[src/rtl/pepper_scheduler.sv]
// Pepper weapon sequencer: one debounced throw per key press, inventory with
// bonus refills, spray/cooldown timing and per-enemy stun timers, per frame.
module pepper_scheduler #(
  parameter logic [7:0]  KEY_PEPPER      = 8'd19,
  parameter int unsigned PEPPER_INIT     = 5,
  parameter int unsigned PEPPER_MAX      = 9,
  parameter int unsigned SPRAY_FRAMES    = 16,
  parameter int unsigned COOLDOWN_FRAMES = 30,
  parameter int unsigned STUN_FRAMES     = 600,
  parameter int unsigned HIT_DX          = 24,
  parameter int unsigned HIT_DY          = 4
) (
  input  logic       frame_clk,
  input  logic       Reset,
  input  logic [7:0] keycode,
  input  logic       chef_dir,
  input  logic [9:0] ChefX,
  input  logic [9:0] ChefY,
  input  logic [9:0] EnemyX,
  input  logic [9:0] EnemyY,
  input  logic [9:0] Enemy1X,
  input  logic [9:0] Enemy1Y,
  input  logic       bonus_pickup,
  output logic [3:0] pepper_count,
  output logic       have_pepper,
  output logic       spraying,
  output logic       spray_dir,
  output logic       sausage_hit,
  output logic       egg_hit
);

  typedef enum logic [1:0] {
    IDLE     = 2'd0,
    SPRAY    = 2'd1,
    COOLDOWN = 2'd2
  } state_e;

  localparam int unsigned CNT_W =
    $clog2(((SPRAY_FRAMES > COOLDOWN_FRAMES) ? SPRAY_FRAMES : COOLDOWN_FRAMES) + 1);
  localparam logic [CNT_W-1:0] SPRAY_LAST = CNT_W'(SPRAY_FRAMES - 1);
  localparam logic [CNT_W-1:0] COOL_LAST  = CNT_W'(COOLDOWN_FRAMES - 1);
  localparam logic [3:0]       CNT_INIT   = 4'(PEPPER_INIT);
  localparam logic [4:0]       CNT_MAX    = 5'(PEPPER_MAX);
  localparam logic [9:0]       STUN_LOAD  = 10'(STUN_FRAMES);
  localparam logic [10:0]      DX         = 11'(HIT_DX);
  localparam logic [10:0]      DY         = 11'(HIT_DY);

  state_e           state_q, state_d;
  logic [CNT_W-1:0] frame_cnt_q, frame_cnt_d;
  logic [3:0]       pepper_count_q, pepper_count_d;
  logic             spray_dir_q, spray_dir_d;
  logic             key_prev_q;
  logic [9:0]       saus_tmr_q, saus_tmr_d;
  logic [9:0]       egg_tmr_q, egg_tmr_d;

  logic       key_now;
  logic       req;
  logic       can_throw;
  logic       throw;
  logic       saus_in;
  logic       egg_in;
  logic [4:0] cnt_sum;

  // Spray reach test, widened to 11 bits so ChefX+DX cannot wrap and the
  // left edge clamps at zero instead of wrapping to the far right.
  function automatic logic in_window(input logic [9:0] ex, input logic [9:0] ey,
                                     input logic [9:0] cx, input logic [9:0] cy,
                                     input logic dir);
    logic [10:0] ex_w, ey_w, cx_w, cy_w, dy, lo;
    ex_w = {1'b0, ex};
    ey_w = {1'b0, ey};
    cx_w = {1'b0, cx};
    cy_w = {1'b0, cy};
    dy   = (ey_w >= cy_w) ? (ey_w - cy_w) : (cy_w - ey_w);
    lo   = (cx_w >= DX) ? (cx_w - DX) : 11'd0;
    if (dir) in_window = (dy <= DY) && (ex_w >= cx_w) && (ex_w <= cx_w + DX);
    else     in_window = (dy <= DY) && (ex_w >= lo) && (ex_w <= cx_w);
  endfunction

  assign key_now   = (keycode == KEY_PEPPER);
  assign req       = key_now && !key_prev_q;
  assign can_throw = req && (pepper_count_q != 4'd0);
  assign saus_in   = in_window(EnemyX, EnemyY, ChefX, ChefY, spray_dir_q);
  assign egg_in    = in_window(Enemy1X, Enemy1Y, ChefX, ChefY, spray_dir_q);

  // NOTE: state registers use non-blocking assignments so every flop samples
  // the pre-edge values of the others, independent of block ordering.
  always_ff @(posedge frame_clk or posedge Reset) begin
    if (Reset) state_q <= IDLE;
    else       state_q <= state_d;
  end

  // NOTE: every combinational output gets a default first so no path
  // through the case leaves it unassigned and infers a latch.
  always_comb begin
    state_d = state_q;
    unique case (state_q)
      IDLE:     if (can_throw)                 state_d = SPRAY;
      SPRAY:    if (frame_cnt_q == SPRAY_LAST) state_d = COOLDOWN;
      COOLDOWN: if (frame_cnt_q == COOL_LAST)  state_d = IDLE;
      default:                                 state_d = IDLE;
    endcase
  end

  always_comb begin
    spraying = (state_q == SPRAY);
    throw    = (state_q == IDLE) && can_throw;
  end

  always_comb begin
    frame_cnt_d = '0;
    if (state_q != IDLE && state_d == state_q) frame_cnt_d = frame_cnt_q + 1'b1;

    spray_dir_d = throw ? chef_dir : spray_dir_q;

    // Throw and bonus on the same edge cancel; a bonus at the ceiling is lost.
    cnt_sum        = {1'b0, pepper_count_q} + {4'd0, bonus_pickup} - {4'd0, throw};
    pepper_count_d = (cnt_sum > CNT_MAX) ? CNT_MAX[3:0] : cnt_sum[3:0];

    saus_tmr_d = saus_tmr_q;
    if (spraying && saus_in)     saus_tmr_d = STUN_LOAD;
    else if (saus_tmr_q != 10'd0) saus_tmr_d = saus_tmr_q - 10'd1;

    egg_tmr_d = egg_tmr_q;
    if (spraying && egg_in)      egg_tmr_d = STUN_LOAD;
    else if (egg_tmr_q != 10'd0) egg_tmr_d = egg_tmr_q - 10'd1;
  end

  always_ff @(posedge frame_clk or posedge Reset) begin
    if (Reset) begin
      frame_cnt_q    <= '0;
      pepper_count_q <= CNT_INIT;
      spray_dir_q    <= 1'b0;
      key_prev_q     <= 1'b0;
      saus_tmr_q     <= 10'd0;
      egg_tmr_q      <= 10'd0;
    end else begin
      frame_cnt_q    <= frame_cnt_d;
      pepper_count_q <= pepper_count_d;
      spray_dir_q    <= spray_dir_d;
      key_prev_q     <= key_now;
      saus_tmr_q     <= saus_tmr_d;
      egg_tmr_q      <= egg_tmr_d;
    end
  end

  assign pepper_count = pepper_count_q;
  assign have_pepper  = (pepper_count_q != 4'd0);
  assign spray_dir    = spray_dir_q;
  assign sausage_hit  = (saus_tmr_q != 10'd0);
  assign egg_hit      = (egg_tmr_q != 10'd0);

endmodule

[config.mk]
export PLATFORM = sky130hd
export DESIGN_NAME = pepper_scheduler
export DESIGN_NICKNAME = d
export VERILOG_FILES = /design/src/rtl/pepper_scheduler.sv
export SDC_FILE = /design/constraint.sdc
export NUM_CORES = 1
export LEC_CHECK = 0
export CAP_MARGIN = 0
export CORE_MARGIN = 1
export CORE_UTILIZATION = 48
export CTS_CLUSTER_DIAMETER = 150
export DETAILED_ROUTE_END_ITERATION = 10
export PLACE_DENSITY = 0.75
export SLEW_MARGIN = 10
export SYNTH_ARGS = -nofsm -noshare
export SYNTH_HDL_FRONTEND = slang
export SYNTH_SLANG_ARGS = --single-unit
[constraint.sdc]
create_clock -name frame_clk -period 2.8 [get_ports frame_clk]
set_clock_uncertainty 0.05 [all_clocks]
set_input_delay 0.42 -clock frame_clk [delete_from_list [all_inputs] [get_ports frame_clk]]
set_output_delay 0.42 -clock frame_clk [all_outputs]
set_load 0.05 [all_outputs]
==> Word level (Yosys, flattened, before mapping) <==
Index checks and enable logic that the tools add are counted.
{ "word_totals": {"register_bits": 33, "in_bits": 72, "output_inout_bits": 9, "word_cells": 75} }
{ "classes": {"addsub": 11, "n_lt_le_gt_ge": 14, "eq_ne": 6, "muxes": 15, "n_reduce_logical": 22} }
{ "op_table": {"columns": ["cell", "n"], "rows": [
  ["10-bit by 10-bit subtractor with 11-bit output", 4],
  ["10-bit greater-or-equal comparator", 4],
  ["10-bit two-way mux", 4],
  ["11-bit two-way mux", 3],
  ["10-bit by 11-bit greater-or-equal comparator with 1-bit output", 2],
  ["10-bit by 11-bit <= comparator with 1-bit output", 2],
  ["11-bit by 3-bit <= comparator with 1-bit output (second input constant)", 2],
  ["10-bit <= comparator", 2],
  ["10-bit nonzero test", 2],
  ["10-bit by 1-bit subtractor with 10-bit output (second input constant)", 2],
  ["1-bit logical AND", 14],
  ["10-bit by 5-bit adder with 11-bit output (second input constant)", 1],
  ["10-bit by 5-bit subtractor with 11-bit output (second input constant)", 1],
  ["10-bit by 5-bit greater-or-equal comparator with 1-bit output (second input constant)", 1],
  ["8-bit by 5-bit equality test with 1-bit output (second input constant)", 1],
  ["2-bit two-way mux", 3],
  ["2-bit case mux with 3 select lines", 1],
  ["2-bit nonzero test", 3],
  ["4-bit by 1-bit adder with 5-bit output", 1],
  ["5-bit by 1-bit adder with 5-bit output (second input constant)", 1],
  ["5-bit by 4-bit equality test with 1-bit output (second input constant)", 1],
  ["5-bit equality test (second input constant)", 1],
  ["5-bit by 4-bit greater-than comparator with 1-bit output (second input constant)", 1],
  ["5-bit two-way mux", 1],
  ["9 further kinds", 10]
]} }

==> Logic depth before layout (Yosys ltp) <==
Gate-level depths: netlist (run 1).
{ "depth": {"word_depth": 8, "depth_mapped": 15, "depth_no_buf": 15} }

==> Worst setup path before layout (run 1) <==
No wires, ideal clock.
{ "synth_timing": {"path_type": "input to register", "from": "input port ChefX[5]", "to": "register saus_tmr_q[6]", "setup_ns": 0.078, "arrival_ns": 3.199, "required_ns": 2.672, "path_slack_ns": -0.527, "stages": 14, "n_path_buf": 1, "path_cell_list": "clkbuf_1 -> nor4_1 -> nor2b_1 -> nand3_1 -> and2_1 -> ha_1 -> nand2b_1 -> nand3_1 -> a21oi_1 -> o221ai_1 -> a2111oi_2 -> nand4_1 -> nor4_4 -> o21bai_1"} }
{ "synth_via": {"elab_chain_cells": 8, "elab_cells_between_ends": 16, "classes_between": "2 x add/sub; 5 x order compare; 3 x mux; 6 x reduce/logical"} }
{ "synth_lines": {"columns": ["item", "line_no", "source"], "rows": [
  ["start, declared", "17", "input logic [9:0] ChefX,"],
  ["10-bit by 5-bit subtractor with 11-bit output / 10-bit by 5-bit greater-or-equal comparator with 1-bit output (equally long branches)", "75", "lo = (cx_w >= DX) ? (cx_w - DX) : 11'd0;"],
  ["11-bit two-way mux", "75", null],
  ["10-bit by 11-bit greater-or-equal comparator with 1-bit output", "77", "else in_window = (dy <= DY) && (ex_w >= lo) && (ex_w <= cx_w);"],
  ["1-bit logical AND (2 in a row)", "77", null],
  ["1-bit two-way mux *", "76", "if (dir) in_window = (dy <= DY) && (ex_w >= cx_w) && (ex_w <= cx_w + DX);"],
  ["1-bit logical AND *", "121", "if (spraying && saus_in) saus_tmr_d = STUN_LOAD;"],
  ["10-bit two-way mux / 2-bit nonzero test (equally long branches)", null, null],
  ["end signal, assigned", "142", "saus_tmr_q <= saus_tmr_d;"],
  ["end, declared", "53", "logic [9:0] saus_tmr_q, saus_tmr_d;"]
]} }
Mark *: on every way between the ends. The rest lies on a longest branch, timed or not.
A chain may end at the register's enable or synchronous reset.

==> Worst setup path in the final report (run 1) <==
{ "layout_timing": {"from": "input port ChefX[5]", "to": "register egg_tmr_q[3]"} }
{ "layout_via": {"elab_chain_cells": 8, "elab_cells_between_ends": 16, "classes_between": "2 x add/sub; 5 x order compare; 3 x mux; 6 x reduce/logical"} }
{ "layout_lines": {"columns": ["item", "line_no", "source"], "rows": [
  ["10-bit by 5-bit subtractor with 11-bit output / 10-bit by 5-bit greater-or-equal comparator with 1-bit output (equally long branches)", "75", null],
  ["11-bit two-way mux", "75", null],
  ["10-bit by 11-bit greater-or-equal comparator with 1-bit output", "77", null],
  ["1-bit logical AND (2 in a row)", "77", null],
  ["1-bit two-way mux *", "76", null],
  ["1-bit logical AND *", "125", "if (spraying && egg_in) egg_tmr_d = STUN_LOAD;"],
  ["10-bit two-way mux / 2-bit nonzero test (equally long branches)", null, null],
  ["end signal, assigned", "143", "egg_tmr_q <= egg_tmr_d;"],
  ["end, declared", "54", "logic [9:0] egg_tmr_q, egg_tmr_d;"]
]} }
Marked as above.

==> impl_metrics.yaml, run 1 <==
synth:
  avgSynthCellArea_um2: 8.14
  yosysTopAreaCellShare_pct: 26.7
  synthArstFlopShare_pct: 100
  synth_edf_count: 0
  syn_inst: 616
  netlist_top_cells_area: "ha_1, dfrtp_1, a21oi_1"
  ys_ff_latch: 33
  syn-cell-area_mm2: 0.00502
  ys_seq_area_share_pct: 16.5
  ys.warnings.count: 0
  syn-num-nets: 796
  yosys_most_used_dff: "dfrtp_1"
  yosysTopAreaCell: "ha_1"
  yosysUniqueCellTypes: 74
power:
  p_total_mw: 2.92
  cell_internal_pwr_mw: 1.72
  p_seq_share_pct: 25.8
  combPwrFrac_pct: 60.2
  vdd_drop_max_mv: 0.534
  powerDensity_mw_per_mm2: 354
  sw_frac_of_total_pct: 40.9
  clockPowerShare_pct: 14.0
  p_sw_mw: 1.19
  power_leakage_nw: 3.94
sta:
  hold_viol_final: 0
  fmax_ghz: 0.304
  setup_viol: 22
  maxSlewHeadroom_pct: 66.5
  fin_ws_ns: -0.489
  slew_viol_final: 0
  timing.final.crit_share_pct: 117
  period_needed_ns: 3.29
  rsz0062_at_grt: "yes"
  worst_pin_slew_ns: 0.502
hold_path:
  min-delay-start: "frame_cnt_q[0]"
  hp-class: "flip-flop to flip-flop"
final_layout:
  drive_above_1_share_pct: 41.1
  area_growth_pct: 64.1
  stdcell_count: 1031
  diodes: 0
  design_area_mm2: 0.00823
  nets: 1077
route:
  route.detailed.drc: 0
  drt_iter0_markers: 349
  num_vias: 5959
  wl_per_cell_um: 17.6
  firstDrtPassIters: 5
  antenna_left: 0
  totalWireLength_mm: 18.2
  viasPerCell: 5.78
global_routing:
  gr-total-overflow: 0
  grt_use_total_pct: 33.1
  grt_first_pass_wirelength_mm: 29.3
  grt_max_degree: 34
  grt_pass1_vias: 6321
  antenna_found_initial: 0
clock_network:
  root_buffer: "clkbuf_8"
  clock_path_buffers: 2
  hold_buffers: 0
  path_clk_slew_ns: 0.07
  htree_levels: 2
  cts_tree: "done"
  clk_latency_ns: 0.30
  cts_buffers: 5
  cts.sinks: 33
die:
  row_count: 36
  die_area_mm2: 0.0109
  die_h_um: 104
  start_util_pct: 50.4
  pin_count: 81
  die_w_um: 104
  coreArea_mm2: 0.00995
critical_path:
  crit_slowest_cell: "or3b_4"
  path_class: "input pin to flip-flop"
  critPathTopFamily: "simple AND/OR/NAND/NOR gates"
  r2r_start: "pepper_count[2]"
  required_ns: 2.92
  r2r-end: "pepper_count[1]"
  cp_num_buf_inv: 6
  start_kind: "input pin"
  crit_arrival_ns: 3.41
  reg2regPathDepth: 14
  cpMostUsedCell: "buf_12"
  crit_cells: 19
  max_stage_delay_ns: 0.36
  end_kind: "flip-flop"
  startpoint: "ChefX[5]"
  rrSetupSlack_ns: 0.16
  crit_chain: "buf_12, nor4_4, nor2b_4, nand3_4, buf_6, buf_4, nand2_2, ha_1, a21o_1, a21oi_2, o21ai_1, buf_4, a31oi_1, o31ai_1, nand4_1, a211oi_4, buf_12, buf_12, or3b_4"
  endpoint: "egg_tmr_q[3]"
  path_max_fanout: 7
job:
  max_cap_violations: 0
placement:
  dp_slack_ns: -1.18
  gp_congestion: 1.03
  place_area_mm2: 0.00730
  dp.final_hpwl_mm: 12.8
  placed_cells: 976
  io_buffers: 80
outcome:
  violations: "negative setup slack"
  outcome: "complete, but fails checks"
[through the flow]
step / util [%] / hold WS [ns] / TNS (ns)
2_1_floorplan: - / 0.411 / -3.66
3_3_place_gp: 73.3 / 0.430 / -23.42
3_5_place_dp: 73.3 / 0.455 / -24.66
4_1_cts: 80.9 / 0.460 / -6.62
5_1_grt: 82.7 / 0.476 / -11.42
6_report: 82.7 / 0.457 / -8.01
[synth_stat cells, types with 2 or more instances]
master / number
clkbuf_1: 5
inv_1: 63
nor4_1: 6
nor2b_1: 6
xnor2_1: 29
a211oi_1: 8
a31oi_1: 3
dfstp_2: 2
or4_1: 2
o21bai_1: 5
and3_1: 5
buf_4: 2
o41ai_1: 2
nand3b_1: 8
a211o_1: 3
nand2b_1: 10
nor2_1: 49
mux2i_1: 7
ha_1: 107
buf_6: 4
nand4_1: 9
a21oi_1: 55
a221oi_1: 2
o21a_1: 5
and4_1: 2
xor2_1: 6
o211ai_1: 7
nand2_1: 47
a21o_1: 11
o221ai_1: 3
o21ai_0: 25
dfrtp_1: 31
nor3_1: 15
o31ai_1: 4
nand3_1: 20
and2_1: 3
o221a_2: 2
nor3b_1: 2
mux2_2: 5
and3b_1: 2
[how the worst min path moves through the flow]
stage / cells past startpoint / slack [ns] / endpoint
after floorplan: 1 / 0.41 / frame_cnt_q[0]
after global placement: 1 / 0.43 / frame_cnt_q[0]
after detailed placement: 1 / 0.46 / frame_cnt_q[0]
after CTS: 3 / 0.46 / key_prev_q
after global routing: 4 / 0.48 / key_prev_q
final: 1 / 0.46 / frame_cnt_q[0]
[power groups by stage]
stage	sequential, mW	clock [mW]	combinational, mW
finish	0.754	0.408	1.76
global route	0.767	0.430	1.89
CTS	0.731	0.404	1.59
detailed placement	0.737	0	1.47
global placement	0.723	0	1.42
floorplan	0.732	0	0.890
[layout make-up]
cell class	instances	area, µm²
flip-flops and latches	33	830
multi-input cells	507	4510
clock buffers	7	96.3
well taps	133	166
fillers	634	1720
inverters	63	246
clock inverters	1	5.00
repair buffers	287	2380
[kinds of logic (layout without fill, tap and decap cells)]
kind of cell / Yosys count / after routing / synth area share (%)
mux: 12 / 12 / 2.52
xor+xnor: 35 / 35 / 6.11
fa+ha+maj: 108 / 108 / 27.1
compound gates: 153 / 153 / 20.6
buf+inv: 76 / 358 / 6.48
simple gates: 199 / 199 / 20.6
flops: 33 / 33 / 16.5
[routing by layer]
layer  global-route usage [%]  routed length (µm)
met5                        0                   0
met4                     15.7                 742
met3                     3.63                1110
met2                     59.9                9070
met1                     39.0                7260
[cells in the final DEF (no fill, tap or decap), drive strengths merged, types with 15 or more instances in the layout]
cell             n
buf            218
ha             107
inv             63
a21oi           55
nor2            49
nand2           47
clkdlybuf4s50   43
dfrtp           31
xnor2           29
o21ai           25
nand3           21
nor3            15
[what timing repair did]
item                       in CTS  in global routing
pin swaps                      53                 38
setup endpoints to repair      25                 28
gates resized for setup       162                 48
cloned                          2                  0
buffers inserted               45                  8
[sequential cells by signal, indices dropped and copies added (netlist names)]
name          cells
key_prev_q        1
saus_tmr_q       10
pepper_count      4
frame_cnt_q       5
state_q           2
spray_dir         1
egg_tmr_q        10
[worst register-to-register path, cell delays in order, from the launching register on]
cell and delay, ns:
dfstp_2 0.56, inv_2 0.06, ha_4 0.17, nand3_4 0.10
nand3_4 0.09, inv_4 0.09, ha_4 0.13, inv_2 0.04
ha_4 0.16, fa_2 0.38, a21oi_2 0.15, o21bai_1 0.10
xnor2_1 0.24, nand2_1 0.14, nor2_1 0.14
Note: power is estimated with default switching activity, not from simulation.
==> run 2: changes to the inputs <==
- CTS_BUF_LIST: unset -> sky130_fd_sc_hd__clkbuf_2
- CTS_CLUSTER_SIZE: unset -> 16
==> impl_metrics.yaml, run 2 (synthesis results as in run 1) <==
hold_path:
  hp-class: "input pin to flip-flop"
outcome:
  violations: "negative setup slack"
  outcome: "complete, but fails checks"
sta:
  worst_pin_slew_ns: 0.496
  setup_viol: 23
  slew_viol_final: 0
  maxSlewHeadroom_pct: 66.5
  hold_viol_final: 0
  timing.final.crit_share_pct: 113
  setup_tns_ns: -5.51
  rsz0062_at_grt: "yes"
  fin_ws_ns: -0.358
  fmax_ghz: 0.317
  period_needed_ns: 3.16
critical_path:
  path_max_fanout: 5
  end_kind: "flip-flop"
  start_kind: "input pin"
  crit_arrival_ns: 3.44
  path_class: "input pin to flip-flop"
  required_ns: 3.08
global_routing:
  antenna_found_initial: 0
  grt_use_total_pct: 32.3
  grt_pass1_vias: 6194
  grt_max_degree: 34
  gr-total-overflow: 0
  grt_first_pass_wirelength_mm: 28.7
clock_network:
  root_buffer: "clkbuf_2"
  htree_levels: 2
  clk_latency_ns: 0.40
  path_clk_slew_ns: 0.18
  clock_path_buffers: 2
  cts_buffers: 5
  hold_buffers: 0
  cts_tree: "done"
  cts.sinks: 33
die:
  die_h_um: 104
  start_util_pct: 50.4
  coreArea_mm2: 0.00995
  die_w_um: 104
  die_area_mm2: 0.0109
  pin_count: 81
  row_count: 36
route:
  num_vias: 6006
  viasPerCell: 5.79
  route.detailed.drc: 0
  drt_iter0_markers: 426
  firstDrtPassIters: 5
  totalWireLength_mm: 18.6
  antenna_left: 0
  wl_per_cell_um: 17.9
power:
  vdd_drop_max_mv: 0.474
  powerDensity_mw_per_mm2: 337
  power_leakage_nw: 3.95
  p_total_mw: 2.78
placement:
  gp_congestion: 1.03
  io_buffers: 80
  placed_cells: 976
  dp.final_hpwl_mm: 12.8
final_layout:
  final_common_cell: "buf_4"
  fill_cells: 631
  area_growth_pct: 64.4
  diodes: 0
  seq_area_um2: 830
  final_cell_mix: "buf_4, ha_1, a21oi_1"
  stdcell_count: 1037
  nets: 1083
  drive_above_1_share_pct: 41.6
  multiInputGateArea_mm2: 0.00453
  reg_top3: "egg_tmr_q x10, saus_tmr_q x10, frame_cnt_q x5"
job:
  max_cap_violations: 0
==> run 2: stage by stage <==
| step | hold slack (ns) | utilization, % | worst slack, ns | cell area [µm²] |
|---|---|---|---|---|
| floorplan | 0.411 | - | -0.333 | 5250 |
| global placement | 0.430 | 73.3 | -1.11 | 7300 |
| detailed placement | 0.455 | 73.3 | -1.18 | 7300 |
| CTS | 0.348 | 80.0 | -0.265 | 7960 |
| global route | 0.312 | 82.8 | -0.442 | 8250 |
| finish | 0.330 | 82.8 | -0.358 | 8250 |
==> run 2: critical path: stages <==
cell and delay, ns:
buf_2 0.14, buf_4 0.15, a2111oi_4 0.34, buf_4 0.16, xnor2_1 0.10, nand2_1 0.13, ha_4 0.29, o21ai_0 0.09
a21oi_1 0.18, o221ai_2 0.13, a2111oi_2 0.38, nand4_1 0.20, nor4_4 0.43, buf_6 0.18, a211o_1 0.11
==> run 2: where the power goes <==
| group | switching (mW) | internal, mW |
|---|---|---|
| sequential | 0.127 | 0.610 |
| combinational | 0.893 | 0.931 |
| clock | 0.167 | 0.0545 |
| total | 1.19 | 1.59 |
==> run 2: repair_timing <==
item                                   CTS  global route
setup buffers                           44            11
setup endpoints to repair               26            28
pin swaps                               49            36
endpoints found under the hold margin    0             0
gates resized for setup                162            55
gates cloned                             2             0
==> run 2: layout make-up <==
class	count	share of cell area [%]
clock buffer	5	0.303
clock inverter	3	0.152
inverter	63	3.02
timing repair buffer	293	29.5
multi-input combinational	507	55.0
sequential	33	10.1
tap	133	2.02
==> run 2: per-layer routing <==
layer	wire, µm	GRT usage [%]
met5	0	0
met4	874	15.1
met3	1190	3.45
met2	9210	57.5
met1	7290	38.9
==> run 2: final timing paths <==
check | from | end | slack [ns] | depth (start not counted)
hold reg to reg | frame_cnt_q[0] | frame_cnt_q[0] | 0.48 | 1
hold / removal | keycode[6] | key_prev_q | 0.33 | 4
setup reg to reg | pepper_count[3] | spray_dir | 0.03 | 20
max in group asynchronous | Reset | pepper_count[2] | 2.01 | 3
setup / recovery | ChefX[4] | saus_tmr_q[9] | -0.36 | 15
min in group asynchronous | Reset | saus_tmr_q[2] | 0.35 | 3
==> run 3: changes to the inputs <==
- CTS_CLUSTER_SIZE: 16 -> 10
==> results of run 3 <==
No change in the layout: final DEF, timing and power equal those of run 2.
